## config.mk

```make
export PLATFORM = sky130hd
export DESIGN_NAME = lcd_pattern_gen
export DESIGN_NICKNAME = d
export VERILOG_FILES = /design/src/rtl/lcd_pkg.sv /design/src/rtl/lcd_sync_edge.sv /design/src/rtl/lcd_pattern_gen.sv
export SDC_FILE = /design/constraint.sdc
export NUM_CORES = 1
export LEC_CHECK = 0
export CAP_MARGIN = 40
export CORE_ASPECT_RATIO = 1.75
export CORE_MARGIN = 2
export CORE_UTILIZATION = 52
export DETAILED_ROUTE_END_ITERATION = 7
export PLACE_DENSITY = 0.83
export SLEW_MARGIN = 15
export SYNTH_ARGS = -nofsm -noshare
export SYNTH_HDL_FRONTEND = slang
export SYNTH_SLANG_ARGS = --single-unit
```

## constraint.sdc

```tcl
create_clock -name clk -period 4.7 [get_ports clk]
set_clock_uncertainty 0.1 [all_clocks]
set_input_delay 1.175 -clock clk [delete_from_list [all_inputs] [get_ports clk]]
set_output_delay 1.175 -clock clk [all_outputs]
set_load 0.05 [all_outputs]
```

## src/rtl/lcd_pkg.sv

```systemverilog
// lcd_pkg: shared constants, RGB565 payload type, mode/state encodings and
// colour-bar lookup for the LCD test-pattern generator.
package lcd_pkg;

  // Default active geometry and bar/checker cell width
  localparam int unsigned DEF_H_ACT = 640;
  localparam int unsigned DEF_V_ACT = 480;
  localparam int unsigned DEF_BAR_W = 80;

  // Coordinate width from the timing stage
  localparam int unsigned COORD_W = 10;

  // RGB565 pixel payload
  typedef struct packed {
    logic [4:0] r;
    logic [5:0] g;
    logic [4:0] b;
  } rgb565_t;

  // Colour-bar palette
  localparam rgb565_t C_WHITE   = '{r: 5'd31, g: 6'd63, b: 5'd31};
  localparam rgb565_t C_YELLOW  = '{r: 5'd31, g: 6'd63, b: 5'd0};
  localparam rgb565_t C_CYAN    = '{r: 5'd0,  g: 6'd63, b: 5'd31};
  localparam rgb565_t C_GREEN   = '{r: 5'd0,  g: 6'd63, b: 5'd0};
  localparam rgb565_t C_MAGENTA = '{r: 5'd31, g: 6'd0,  b: 5'd31};
  localparam rgb565_t C_RED     = '{r: 5'd31, g: 6'd0,  b: 5'd0};
  localparam rgb565_t C_BLUE    = '{r: 5'd0,  g: 6'd0,  b: 5'd31};
  localparam rgb565_t C_BLACK   = '{r: 5'd0,  g: 6'd0,  b: 5'd0};

  // Displayed pattern encoding
  typedef enum logic [1:0] {
    MODE_BARS   = 2'd0,
    MODE_CHECK  = 2'd1,
    MODE_GRAD   = 2'd2,
    MODE_BORDER = 2'd3
  } mode_e;

  // Control FSM: blank until the first frame start, then run
  typedef enum logic {
    ST_IDLE = 1'b0,
    ST_RUN  = 1'b1
  } state_e;

  // Map a bar index (0..7, left to right) to its colour
  function automatic rgb565_t bar_colour(input logic [2:0] idx);
    rgb565_t c;
    case (idx)
      3'd0:    c = C_WHITE;
      3'd1:    c = C_YELLOW;
      3'd2:    c = C_CYAN;
      3'd3:    c = C_GREEN;
      3'd4:    c = C_MAGENTA;
      3'd5:    c = C_RED;
      3'd6:    c = C_BLUE;
      default: c = C_BLACK;
    endcase
    return c;
  endfunction

endpackage

```

## src/rtl/lcd_sync_edge.sv

```systemverilog
// lcd_sync_edge: falling-edge detector for an active-low sync; o_fall_c is
// high in the cycle the sync is first seen low (frame start for vsync).
module lcd_sync_edge (
  input  logic clk,
  input  logic rst_n,
  input  logic i_sync,
  output logic o_fall_c
);

  logic r_sync_d;

  // Previous sync level; idles high so reset never fakes an edge from a high sync
  always_ff @(posedge clk or negedge rst_n) begin
    if (!rst_n) r_sync_d <= 1'b1;
    else        r_sync_d <= i_sync;
  end

  assign o_fall_c = r_sync_d & ~i_sync;

endmodule

```

## src/rtl/lcd_pattern_gen.sv

```systemverilog
// lcd_pattern_gen: test-pattern source between LCD timing and panel pins.
// Two-cycle pipeline on de/hsy/vsy/rgb; pattern advances on frame start after
// a mode_next request. Optional macro LCD_PAT_SCROLL_EN adds a frame counter
// that scrolls the bar and checker patterns left one pixel per frame.
module lcd_pattern_gen
  import lcd_pkg::*;
#(
  parameter int unsigned H_ACT = DEF_H_ACT,
  parameter int unsigned V_ACT = DEF_V_ACT,
  parameter int unsigned BAR_W = DEF_BAR_W
) (
  input  logic               clk,
  input  logic               rst,
  input  logic               de_in,
  input  logic               hsy_in,
  input  logic               vsy_in,
  input  logic [COORD_W-1:0] x_in,
  input  logic [COORD_W-1:0] y_in,
  input  logic               mode_next,
  output logic               de_out,
  output logic               hsy_out,
  output logic               vsy_out,
  output logic [4:0]         lcd_r,
  output logic [5:0]         lcd_g,
  output logic [4:0]         lcd_b,
  output logic [1:0]         mode
);

  localparam logic [COORD_W-1:0] X_LAST = COORD_W'(H_ACT - 1);
  localparam logic [COORD_W-1:0] Y_LAST = COORD_W'(V_ACT - 1);

  logic               w_frame_start;
  state_e             r_state, w_state_nxt;
  mode_e              r_mode, w_mode_nxt;
  logic               r_pending, w_pending_nxt;

  logic [COORD_W-1:0] w_x_cl, w_y_cl, w_x_pat, w_bar_x;
  logic [2:0]         w_bar_idx;
  logic               w_chk, w_border;
  rgb565_t            w_rgb;

  logic               r_de_s1, r_hsy_s1, r_vsy_s1;
  rgb565_t            r_rgb_s1;
  logic               r_de_s2, r_hsy_s2, r_vsy_s2;
  rgb565_t            r_rgb_s2;

  lcd_sync_edge u_vsy_edge (
    .clk      (clk),
    .rst_n    (rst),
    .i_sync   (vsy_in),
    .o_fall_c (w_frame_start)
  );

  // Clamp stray coordinates to the last active pixel/line
  assign w_x_cl = (x_in > X_LAST) ? X_LAST : x_in;
  assign w_y_cl = (y_in > Y_LAST) ? Y_LAST : y_in;

`ifdef LCD_PAT_SCROLL_EN
  logic [7:0]         r_frame_cnt;
  logic [COORD_W:0]   w_x_sum;

  // Frame counter drives the horizontal scroll offset
  always_ff @(posedge clk or negedge rst) begin
    if (!rst)               r_frame_cnt <= 8'd0;
    else if (w_frame_start) r_frame_cnt <= r_frame_cnt + 8'd1;
  end

  // Single conditional subtract is a full modulo since H_ACT >= 256
  assign w_x_sum = (COORD_W+1)'(w_x_cl) + (COORD_W+1)'(r_frame_cnt);
  assign w_x_pat = (w_x_sum >= (COORD_W+1)'(H_ACT)) ?
                   COORD_W'(w_x_sum - (COORD_W+1)'(H_ACT)) : w_x_sum[COORD_W-1:0];
`else
  assign w_x_pat = w_x_cl;
`endif

  assign w_bar_x   = COORD_W'(32'(w_x_pat) / BAR_W);
  assign w_bar_idx = (w_bar_x > COORD_W'(7)) ? 3'd7 : w_bar_x[2:0];
  assign w_chk     = 1'((32'(w_x_pat) / BAR_W) ^ (32'(w_y_cl) / BAR_W));
  assign w_border  = (w_x_cl == '0) || (w_x_cl == X_LAST) ||
                     (w_y_cl == '0) || (w_y_cl == Y_LAST);

  // Pattern colour for the current input pixel
  always_comb begin
    w_rgb = C_BLACK;
    case (r_mode)
      MODE_BARS:   w_rgb = bar_colour(w_bar_idx);
      MODE_CHECK:  w_rgb = w_chk ? C_BLACK : C_WHITE;
      MODE_GRAD:   w_rgb = '{r: w_x_cl[9:5], g: w_x_cl[9:4], b: w_x_cl[9:5]};
      MODE_BORDER: w_rgb = w_border ? C_WHITE : C_BLUE;
      default:     w_rgb = C_BLACK;
    endcase
  end

  // Control state, mode and pending-request registers
  always_ff @(posedge clk or negedge rst) begin
    if (!rst) begin
      r_state   <= ST_IDLE;
      r_mode    <= MODE_BARS;
      r_pending <= 1'b0;
    end else begin
      r_state   <= w_state_nxt;
      r_mode    <= w_mode_nxt;
      r_pending <= w_pending_nxt;
    end
  end

  // Next state: mode only moves at frame start, absorbing any queued request
  always_comb begin
    w_state_nxt   = r_state;
    w_mode_nxt    = r_mode;
    w_pending_nxt = r_pending | mode_next;
    if (w_frame_start) begin
      w_state_nxt   = ST_RUN;
      w_pending_nxt = 1'b0;
      if (r_pending | mode_next) w_mode_nxt = mode_e'(r_mode + 2'd1);
    end
  end

  // Two-stage video pipeline; de held low until running, rgb blanked without de
  always_ff @(posedge clk or negedge rst) begin
    if (!rst) begin
      r_de_s1  <= 1'b0;
      r_hsy_s1 <= 1'b1;
      r_vsy_s1 <= 1'b1;
      r_rgb_s1 <= C_BLACK;
      r_de_s2  <= 1'b0;
      r_hsy_s2 <= 1'b1;
      r_vsy_s2 <= 1'b1;
      r_rgb_s2 <= C_BLACK;
    end else begin
      r_de_s1  <= de_in & (r_state == ST_RUN);
      r_hsy_s1 <= hsy_in;
      r_vsy_s1 <= vsy_in;
      r_rgb_s1 <= w_rgb;
      r_de_s2  <= r_de_s1;
      r_hsy_s2 <= r_hsy_s1;
      r_vsy_s2 <= r_vsy_s1;
      r_rgb_s2 <= r_de_s1 ? r_rgb_s1 : C_BLACK;
    end
  end

  assign de_out  = r_de_s2;
  assign hsy_out = r_hsy_s2;
  assign vsy_out = r_vsy_s2;
  assign lcd_r   = r_rgb_s2.r;
  assign lcd_g   = r_rgb_s2.g;
  assign lcd_b   = r_rgb_s2.b;
  assign mode    = r_mode;

endmodule

```

==> flow_metrics.py, run 1 <==
metrics = {
    "placed_design": {
        "gp_congestion": 0.865,
        "place_hpwl_um": 2860,
        "io_buffers": 46,
        "dp_slack_ns": 1.01,
    },
    "sta": {
        "slew_violations": 0,
        "finalHoldViolCount": 0,
        "final.setup.tns_ns": 0,
        "layout_min_cycle_time_ns": 3.43,
        "max-slew-margin-rel_pct": 62.4,
        "final.period_utilization_pct": 72.9,
        "fmax_ghz": 0.292,
        "worst_pin_slew_ns": 0.563,
        "rsz0062_at_grt": "no",
        "setup_viol": 0,
        "worst_slack_ns": 1.27,
    },
    "detailed_routing": {
        "wirelength_um": 3750,
        "routed_via_density": 5.63,
        "num_vias": 1486,
        "firstDrtPassIters": 4,
        "drc": 0,
        "drtIter0Drc": 32,
        "detail-route-antenna-nets": 0,
        "wl_per_cell_um": 14.2,
    },
    "power": {
        "p_sw_share_pct": 38.7,
        "power_frac_comb_pct": 45.1,
        "power_frac_seq_pct": 38.6,
        "p_int_uw": 822,
        "clockPowerShare_pct": 16.3,
        "p_sw_uw": 518,
        "vdd_drop_max_v": 0.000417,
        "cellLeakagePower_nw": 1.03,
        "p_per_area_mw_per_mm2": 538,
    },
    "synthesis": {
        "yosysWarnings": 0,
        "synth.area.top_cells": "dfrtp_1, and2_1, a41oi_1",
        "yosysTopAreaCellShare_pct": 49.3,
        "netlist_instances": 172,
        "async_flop_share_pct": 100,
        "synth_top_cell_by_area": "dfrtp_1",
        "dominantRegCellSynth": "dfrtp_1",
        "ys_seq_elements": 42,
        "synth_area_mm2": 0.00193,
        "postSynthAreaPerCell_um2": 11.2,
        "synth-edff-count": 0,
        "synth_seq_area_share_pct": 54.7,
        "synth_cell_types": 41,
        "syn_nets": 202,
    },
    "status": {
        "status": "completed",
    },
    "floorplanning": {
        "die_x_um": 50.0,
        "dieArea_mm2": 0.00423,
        "start_util_pct": 53.7,
        "io_pins": 47,
        "fp.dieH_um": 84.6,
        "core_mm2": 0.00359,
        "row_count": 29,
    },
    "final_layout": {
        "n_antenna_cell": 0,
        "nets": 247,
        "drive_gt1_share_pct": 7.80,
        "num-fill-cells": 276,
        "synthToLayoutAreaGrowth_pct": 29.2,
    },
    "global_route": {
        "antenna_found_initial": 0,
        "grt_pass1_wl_um": 6490,
        "globalRouteOverflowTotal": 0,
        "grt_pass1_vias": 1501,
        "grt_use_total_pct": 20.3,
        "grt_start_max_net_pins": 43,
    },
    "cts": {
        "cts-root-buf": "clkbuf_8",
        "cts_resized": 0,
        "cts_tree": "done",
        "insertion_delay_ns": 0.29,
        "postCtsSetupBuffers": 0,
        "clock_path_buffers": 2,
        "h-tree-depth": 2,
        "clk_pin_slew_ns": 0.07,
        "numCtsBuffers": 5,
        "holdBufCountCts": 0,
        "clock-sinks": 42,
    },
    "critical_path": {
        "critPathKind": "input pin to register",
        "crit_path_start_kind": "input pin",
        "cp.arrival_ns": 3.52,
        "required_ns": 4.79,
        "crit_path_end_kind": "register",
        "critPathMaxFanout": 16,
    },
    "min_path": {
        "min_path_type": "register to register",
    },
    "run": {
        "max-cap-violations": 0,
    },
}
[sequential cells by signal, summed over array words and instances (netlist names)]
register             cells
u_vsy_edge.r_sync_d      1
r_hsy_s1                 1
r_de_s1                  1
lcd_g                    6
r_state                  1
r_pending                1
de_out                   1
vsy_out                  1
r_rgb_s1                16
lcd_r                    5
lcd_b                    5
mode                     2
hsy_out                  1
[cells by family (layout without fill, tap and decap cells)]
kind of cell	Yosys count	count (layout)	synth area share (%)
AO/OA/AOI/OAI	32	32	13.2
XOR/XNOR	1	1	0.454
adder cells (fa/ha/maj)	5	5	3.11
buffers and inverters	15	61	4.09
flip-flops	42	42	54.7
AND/OR/NAND/NOR	77	77	24.4
[worst max-delay path: stages]
cell and delay [ns]:
clkdlybuf4s50_1 0.77, and4b_1 0.27, a2111oi_2 0.27, nand3_1 0.16, or3b_1 0.60, a41oi_1 0.28
[final timing paths]
path                            startpoint     endpoint  slack [ns]  cells past startpoint
max in group asynchronous              rst     r_hsy_s1        3.36                      2
worst min-delay path              r_hsy_s1      hsy_out        0.26                      0
worst max register to register     mode[1]  r_rgb_s1[6]        2.39                      5
worst min register to register    r_hsy_s1      hsy_out        0.26                      0
min in group asynchronous              rst     lcd_g[3]        0.65                      1
worst max-delay path               x_in[9]  r_rgb_s1[6]        1.27                      6
[metrics by stage]
| step | cell area [um2] | total power, mW | util, % | hold slack, ns | instances |
|---|---|---|---|---|---|
| after global placement | 2390 | 1.10 | 66.4 | 0.247 | 255 |
| final | 2490 | 1.34 | 69.4 | 0.261 | 264 |
| after detailed placement | 2390 | 1.13 | 66.4 | 0.254 | 255 |
| after floorplan | 1930 | 0.945 | - | 0.245 | 172 |
| after global routing | 2490 | 1.42 | 69.4 | 0.266 | 264 |
| after CTS | 2470 | 1.34 | 68.8 | 0.265 | 263 |
[cells in the mapped netlist, types with 3 or more instances]
cell,n
a41oi_1,14
nor4_1,6
nand2b_1,4
buf_2,3
a31oi_1,3
dfstp_2,4
dfrtp_1,38
inv_1,6
and2_1,26
nand2_1,6
o21ai_0,6
nand4_1,3
nor2_1,12
nor2b_1,4
ha_1,4
[cells in the final DEF (no fill, tap or decap), types with 5 or more instances in the layout]
cell type / n
dfrtp_1: 38
o21ai_0: 6
nand2_1: 6
clkdlybuf4s50_1: 45
inv_1: 6
clkbuf_8: 5
nor4_1: 6
a41oi_1: 14
nor2_1: 12
and2_1: 26
[power groups by stage]
| stage | clock network (mW) | registers [mW] | logic [mW] |
|---|---|---|---|
| after global routing | 0.243 | 0.531 | 0.649 |
| after floorplan | 0 | 0.677 | 0.268 |
| after global placement | 0 | 0.515 | 0.581 |
| final | 0.219 | 0.517 | 0.604 |
| after CTS | 0.223 | 0.519 | 0.601 |
| after detailed placement | 0 | 0.526 | 0.600 |
[final cells by class]
type                       instances  area (um2)  share of cell area, %
clock inverter                     2        13.8                  0.552
sequential                        42        1060                   42.4
multi-input combinational        115         795                   31.9
inverter                           6        22.5                  0.904
clock buffer                       6        72.6                   2.91
timing repair buffer              47         475                   19.1
tap                               46        57.6                   2.31
[layer usage]
metal  share of wire, %  GRT usage [%]  wire length [um]  up-vias
li1                   -              -                 -      721
met1                 34           19.7              1280      706
met2                 59           38.0              2210       52
met3                4.4           4.09               164        7
met4                2.4           10.9                91        0
met5                  0              0                 0        -
No activity file was read; power rests on OpenSTA's default activity.
==> inputs of run 2 (changes only) <==
Settings changed: CORE_UTILIZATION 52 to 49, PLACE_DENSITY 0.83 to 0.79.
Clock period 4.7 ns to 3.6 ns, I/O delays scaled along.
==> run 2 against run 1 <==
Via count increased by 3.5%. Hold slack gained 0.0030 ns. Count of clock-buffer cells in the layout unchanged.
==> flow_metrics.py, run 2 (same netlist as run 1, synthesis figures left out) <==
metrics = {
    "power": {
        "p_sw_uw": 676,
        "clockPowerShare_pct": 17.2,
        "p_per_area_mw_per_mm2": 704,
        "power_frac_comb_pct": 44.8,
        "p_sw_share_pct": 38.2,
        "p_int_mw": 1.09,
        "vdd_drop_max_v": 0.000385,
        "power_frac_seq_pct": 38.1,
        "cellLeakagePower_nw": 1.03,
    },
    "cts": {
        "holdBufCountCts": 0,
        "cts_tree": "done",
        "cts_resized": 0,
        "h-tree-depth": 2,
        "numCtsBuffers": 5,
        "cts-root-buf": "clkbuf_8",
        "clk_pin_slew_ns": 0.07,
        "clock-sinks": 42,
        "clock_path_buffers": 2,
        "insertion_delay_ns": 0.29,
        "postCtsSetupBuffers": 0,
    },
    "detailed_routing": {
        "wirelength_um": 3910,
        "num_vias": 1538,
        "wl_per_cell_um": 14.6,
        "routed_via_density": 5.76,
        "firstDrtPassIters": 4,
        "drtIter0Drc": 18,
        "drc": 0,
        "detail-route-antenna-nets": 0,
    },
    "final_layout": {
        "synthToLayoutAreaGrowth_pct": 30.2,
        "n_antenna_cell": 0,
        "nets": 248,
        "layout_common_cells": "clkdlybuf4s50_1, dfrtp_1, and2_1, a41oi_1, nor2_1",
        "mostFrequentLayoutCell": "clkdlybuf4s50_1",
        "top_register": "r_rgb_s1",
        "largest_register_ffs": 16,
        "drive_gt1_share_pct": 8.68,
    },
    "sta": {
        "worst_slack_ns": 0.556,
        "max-slew-margin-rel_pct": 63.0,
        "worst_pin_slew_ns": 0.552,
        "setup_viol": 0,
        "whs_ns": 0.264,
        "fmax_ghz": 0.329,
        "slew_violations": 0,
        "finalHoldViolCount": 0,
        "rsz0062_at_grt": "no",
        "layout_min_cycle_time_ns": 3.04,
        "final.period_utilization_pct": 84.5,
        "final.setup.tns_ns": 0,
    },
    "global_route": {
        "globalRouteOverflowTotal": 0,
        "grt_pass1_vias": 1524,
        "grt_pass1_wl_um": 6400,
        "antenna_found_initial": 0,
        "grt_start_max_net_pins": 43,
        "grt_use_total_pct": 19.0,
    },
    "floorplanning": {
        "core_mm2": 0.00383,
        "fp.dieH_um": 87.0,
        "io_pins": 47,
        "die_x_um": 51.4,
        "dieArea_mm2": 0.00448,
        "start_util_pct": 50.4,
        "row_count": 30,
    },
    "placed_design": {
        "place_hpwl_um": 3060,
        "dp_slack_ns": 0.287,
        "gp_congestion": 0.865,
        "io_buffers": 46,
    },
    "critical_path": {
        "crit_path_end_kind": "register",
        "critPathMaxFanout": 16,
        "r2r_end": "r_rgb_s1[10]",
        "r2r_cells": 5,
        "critPathKind": "input pin to register",
        "required_ns": 3.70,
        "crit_path_start_kind": "input pin",
        "cp.arrival_ns": 3.14,
        "startpoint": "x_in[9]",
        "r2r_setup_slack_ns": 1.35,
        "crit_end": "r_rgb_s1[3]",
        "r2r-start": "mode[0]",
    },
    "status": {
        "status": "completed",
    },
    "min_path": {
        "min_path_type": "register to register",
    },
    "run": {
        "max-cap-violations": 0,
    },
}
==> run 2: changes by cell type in the layout (fill, tap and decap cells not counted) <==
cell / previous run / this run
clkinvlp_4: 0 / 1
clkbuf_8: 5 / 6
clkinv_4: 1 / 0
clkbuf_1: 1 / 0
buf_4: 0 / 1
==> run 2: area by class of cell <==
type,count,area (um2)
Multi-Input combinational cell,115,795
Clock buffer,6,82.6
Clock inverter,2,12.5
Fill cell,301,1320
Tap cell,48,60.1
Sequential cell,42,1060
Timing Repair Buffer,48,483
Inverter,6,22.5
==> run 2: power groups by stage <==
stage	clock, mW	combinational (mW)	sequential, mW
after CTS	0.309	0.792	0.675
after floorplan	0	0.350	0.884
final	0.303	0.791	0.674
after detailed placement	0	0.790	0.684
after global placement	0	0.766	0.675
after global routing	0.326	0.848	0.688
==> run 2: critical path, cell delays in order <==
cell and delay [ns]:
clkdlybuf4s50_1 0.67, and4b_1 0.25, a2111oi_2 0.29, nand3_1 0.15, or3b_1 0.59, a41oi_1 0.28
==> run 2: how the worst min path moves through the flow <==
| stage | start | end | slack [ns] | depth (start not counted) |
|---|---|---|---|---|
| finish | r_hsy_s1 | hsy_out | 0.26 | 0 |
| global route | r_hsy_s1 | hsy_out | 0.27 | 0 |
| floorplan | r_hsy_s1 | hsy_out | 0.25 | 0 |
| global placement | r_hsy_s1 | hsy_out | 0.25 | 0 |
| detailed placement | r_hsy_s1 | hsy_out | 0.25 | 0 |
| CTS | r_hsy_s1 | hsy_out | 0.27 | 0 |
==> run 2: metal layers <==
layer	vias to the layer above	routed length [um]	global-route usage, %
li1	724	-	-
met1	735	1300	18.1
met2	62	2250	34.6
met3	17	164	2.75
met4	0	198	15.1
met5	-	0	0
==> run 2: per-stage QoR <==
stage	cell area, um2	total power [mW]	util, %	std cells
final	2510	1.77	65.6	267
after global placement	2400	1.44	62.6	258
after global routing	2510	1.86	65.6	267
after CTS	2490	1.78	65.1	266
after detailed placement	2400	1.47	62.6	258
after floorplan	1930	1.23	-	172
==> inputs of run 3 (changes only) <==
Clock period 3.6 ns to 3.1 ns, I/O delays scaled along.
==> run 3 against run 2 <==
Die area unchanged. Setup slack got worse by 0.29 ns. Combinational power is 18% higher. Register-to-register slack lost 0.53 ns. Hold slack lost 0.086 ns. Global-route usage barely moved. Via count down 0.65%.
==> flow_metrics.py, run 3 (same netlist as run 1, synthesis figures left out) <==
metrics = {
    "critical_path": {
        "r2r_end": "r_rgb_s1[12]",
        "critPathKind": "input pin to register",
        "crit_path_end_kind": "register",
        "r2r-start": "mode[0]",
        "r2r_cells": 6,
        "required_ns": 3.20,
        "r2r_setup_slack_ns": 0.82,
        "crit_end": "r_rgb_s1[12]",
        "cp.arrival_ns": 2.93,
        "crit_path_start_kind": "input pin",
        "startpoint": "x_in[8]",
        "critPathMaxFanout": 15,
    },
    "detailed_routing": {
        "drc": 0,
        "wirelength_um": 3700,
        "drtIter0Drc": 42,
        "detail-route-antenna-nets": 0,
        "num_vias": 1528,
        "routed_via_density": 5.62,
        "wl_per_cell_um": 13.6,
        "firstDrtPassIters": 4,
    },
    "sta": {
        "slew_violations": 0,
        "fmax_ghz": 0.353,
        "final.period_utilization_pct": 91.4,
        "rsz0062_at_grt": "no",
        "max-slew-margin-rel_pct": 66.2,
        "whs_ns": 0.178,
        "layout_min_cycle_time_ns": 2.83,
        "worst_pin_slew_ns": 0.505,
        "setup_viol": 0,
        "finalHoldViolCount": 0,
        "final.setup.tns_ns": 0,
    },
    "power": {
        "power_mw": 2.07,
        "cellLeakagePower_nw": 1.06,
        "vdd_drop_max_v": 0.000424,
        "p_sw_uw": 784,
        "power_frac_seq_pct": 37.8,
        "p_int_mw": 1.28,
        "p_per_area_mw_per_mm2": 807,
        "power_frac_comb_pct": 45.3,
        "clockPowerShare_pct": 17.0,
        "p_sw_share_pct": 37.9,
    },
    "floorplanning": {
        "start_util_pct": 50.4,
        "row_count": 30,
        "core_mm2": 0.00383,
        "die_x_um": 51.4,
        "fp.dieH_um": 87.0,
        "dieArea_mm2": 0.00448,
        "io_pins": 47,
    },
    "global_route": {
        "grt_pass1_wl_um": 6330,
        "antenna_found_initial": 0,
        "grt_start_max_net_pins": 43,
        "globalRouteOverflowTotal": 0,
        "grt_use_total_pct": 19.0,
        "grt_pass1_vias": 1525,
    },
    "final_layout": {
        "layout_common_cells": "clkdlybuf4s50_1, dfrtp_1, and2_1, a41oi_1, nor2_1",
        "drive_gt1_share_pct": 10.7,
        "mostFrequentLayoutCell": "clkdlybuf4s50_1",
        "largest_register_ffs": 16,
        "nets": 253,
        "num-fill-cells": 320,
        "n_antenna_cell": 0,
        "synthToLayoutAreaGrowth_pct": 32.7,
        "top_register": "r_rgb_s1",
    },
    "status": {
        "status": "completed",
    },
    "cts": {
        "holdBufCountCts": 0,
        "postCtsSetupBuffers": 0,
        "cts_resized": 0,
        "clock_path_buffers": 2,
        "clk_pin_slew_ns": 0.07,
        "numCtsBuffers": 5,
        "insertion_delay_ns": 0.29,
        "cts_tree": "done",
        "h-tree-depth": 2,
        "clock-sinks": 42,
        "cts-root-buf": "clkbuf_8",
    },
    "placed_design": {
        "gp_congestion": 0.844,
        "io_buffers": 46,
        "place_hpwl_um": 2950,
    },
    "min_path": {
        "min_path_type": "input pin to asynchronous set/reset pin",
    },
    "run": {
        "max-cap-violations": 0,
    },
}
-- run 3: worst max-delay path: stages --
cell	delay (ns)
clkdlybuf4s50_1	0.70
nor2_1	0.15
a221oi_1	0.35
nand3_1	0.17
or3b_1	0.40
buf_4	0.20
a41oi_1	0.18
-- run 3: per-layer routing --
layer	wire length, um	share of wire (%)	up-vias	GRT usage (%)
li1	-	-	730	-
met1	1180	32	734	17.2
met2	2260	61	54	37.3
met3	147	4.0	10	2.75
met4	115	3.1	0	11.2
met5	0	0	-	0
-- run 3: metrics by stage --
stage	util, %	area, um2	std cells	setup slack (ns)
floorplan	-	1930	172	0.654
global placement	63.9	2450	263	0.106
detailed placement	63.9	2450	263	0.00245
CTS	66.4	2540	271	0.308
global route	66.9	2560	272	0.138
finish	66.9	2560	272	0.267
-- run 3: layout make-up --
class	instances	area (um2)	area share (%)
Clock buffer	6	82.6	3.22
Clock inverter	2	12.5	0.489
Inverter	6	22.5	0.879
Multi-Input combinational cell	115	795	31.0
Sequential cell	42	1060	41.2
Tap cell	48	60.1	2.34
Timing Repair Buffer	53	533	20.8
-- run 3: worst min-delay path by stage --
stage / startpoint / endpoint / slack, ns
CTS: r_hsy_s1 / hsy_out / 0.26
finish: rst / lcd_g[5] / 0.18
global route: rst / lcd_g[5] / 0.16
floorplan: r_hsy_s1 / hsy_out / 0.25
global placement: r_hsy_s1 / hsy_out / 0.25
detailed placement: r_hsy_s1 / hsy_out / 0.25
-- run 3: power groups by stage --
stage               Combinational, mW  Sequential (mW)  Clock [mW]
finish                          0.935            0.780       0.351
global route                     1.00            0.800       0.388
CTS                             0.937            0.784       0.359
detailed placement              0.934            0.794           0
global placement                0.906            0.783           0
floorplan                       0.407             1.03           0
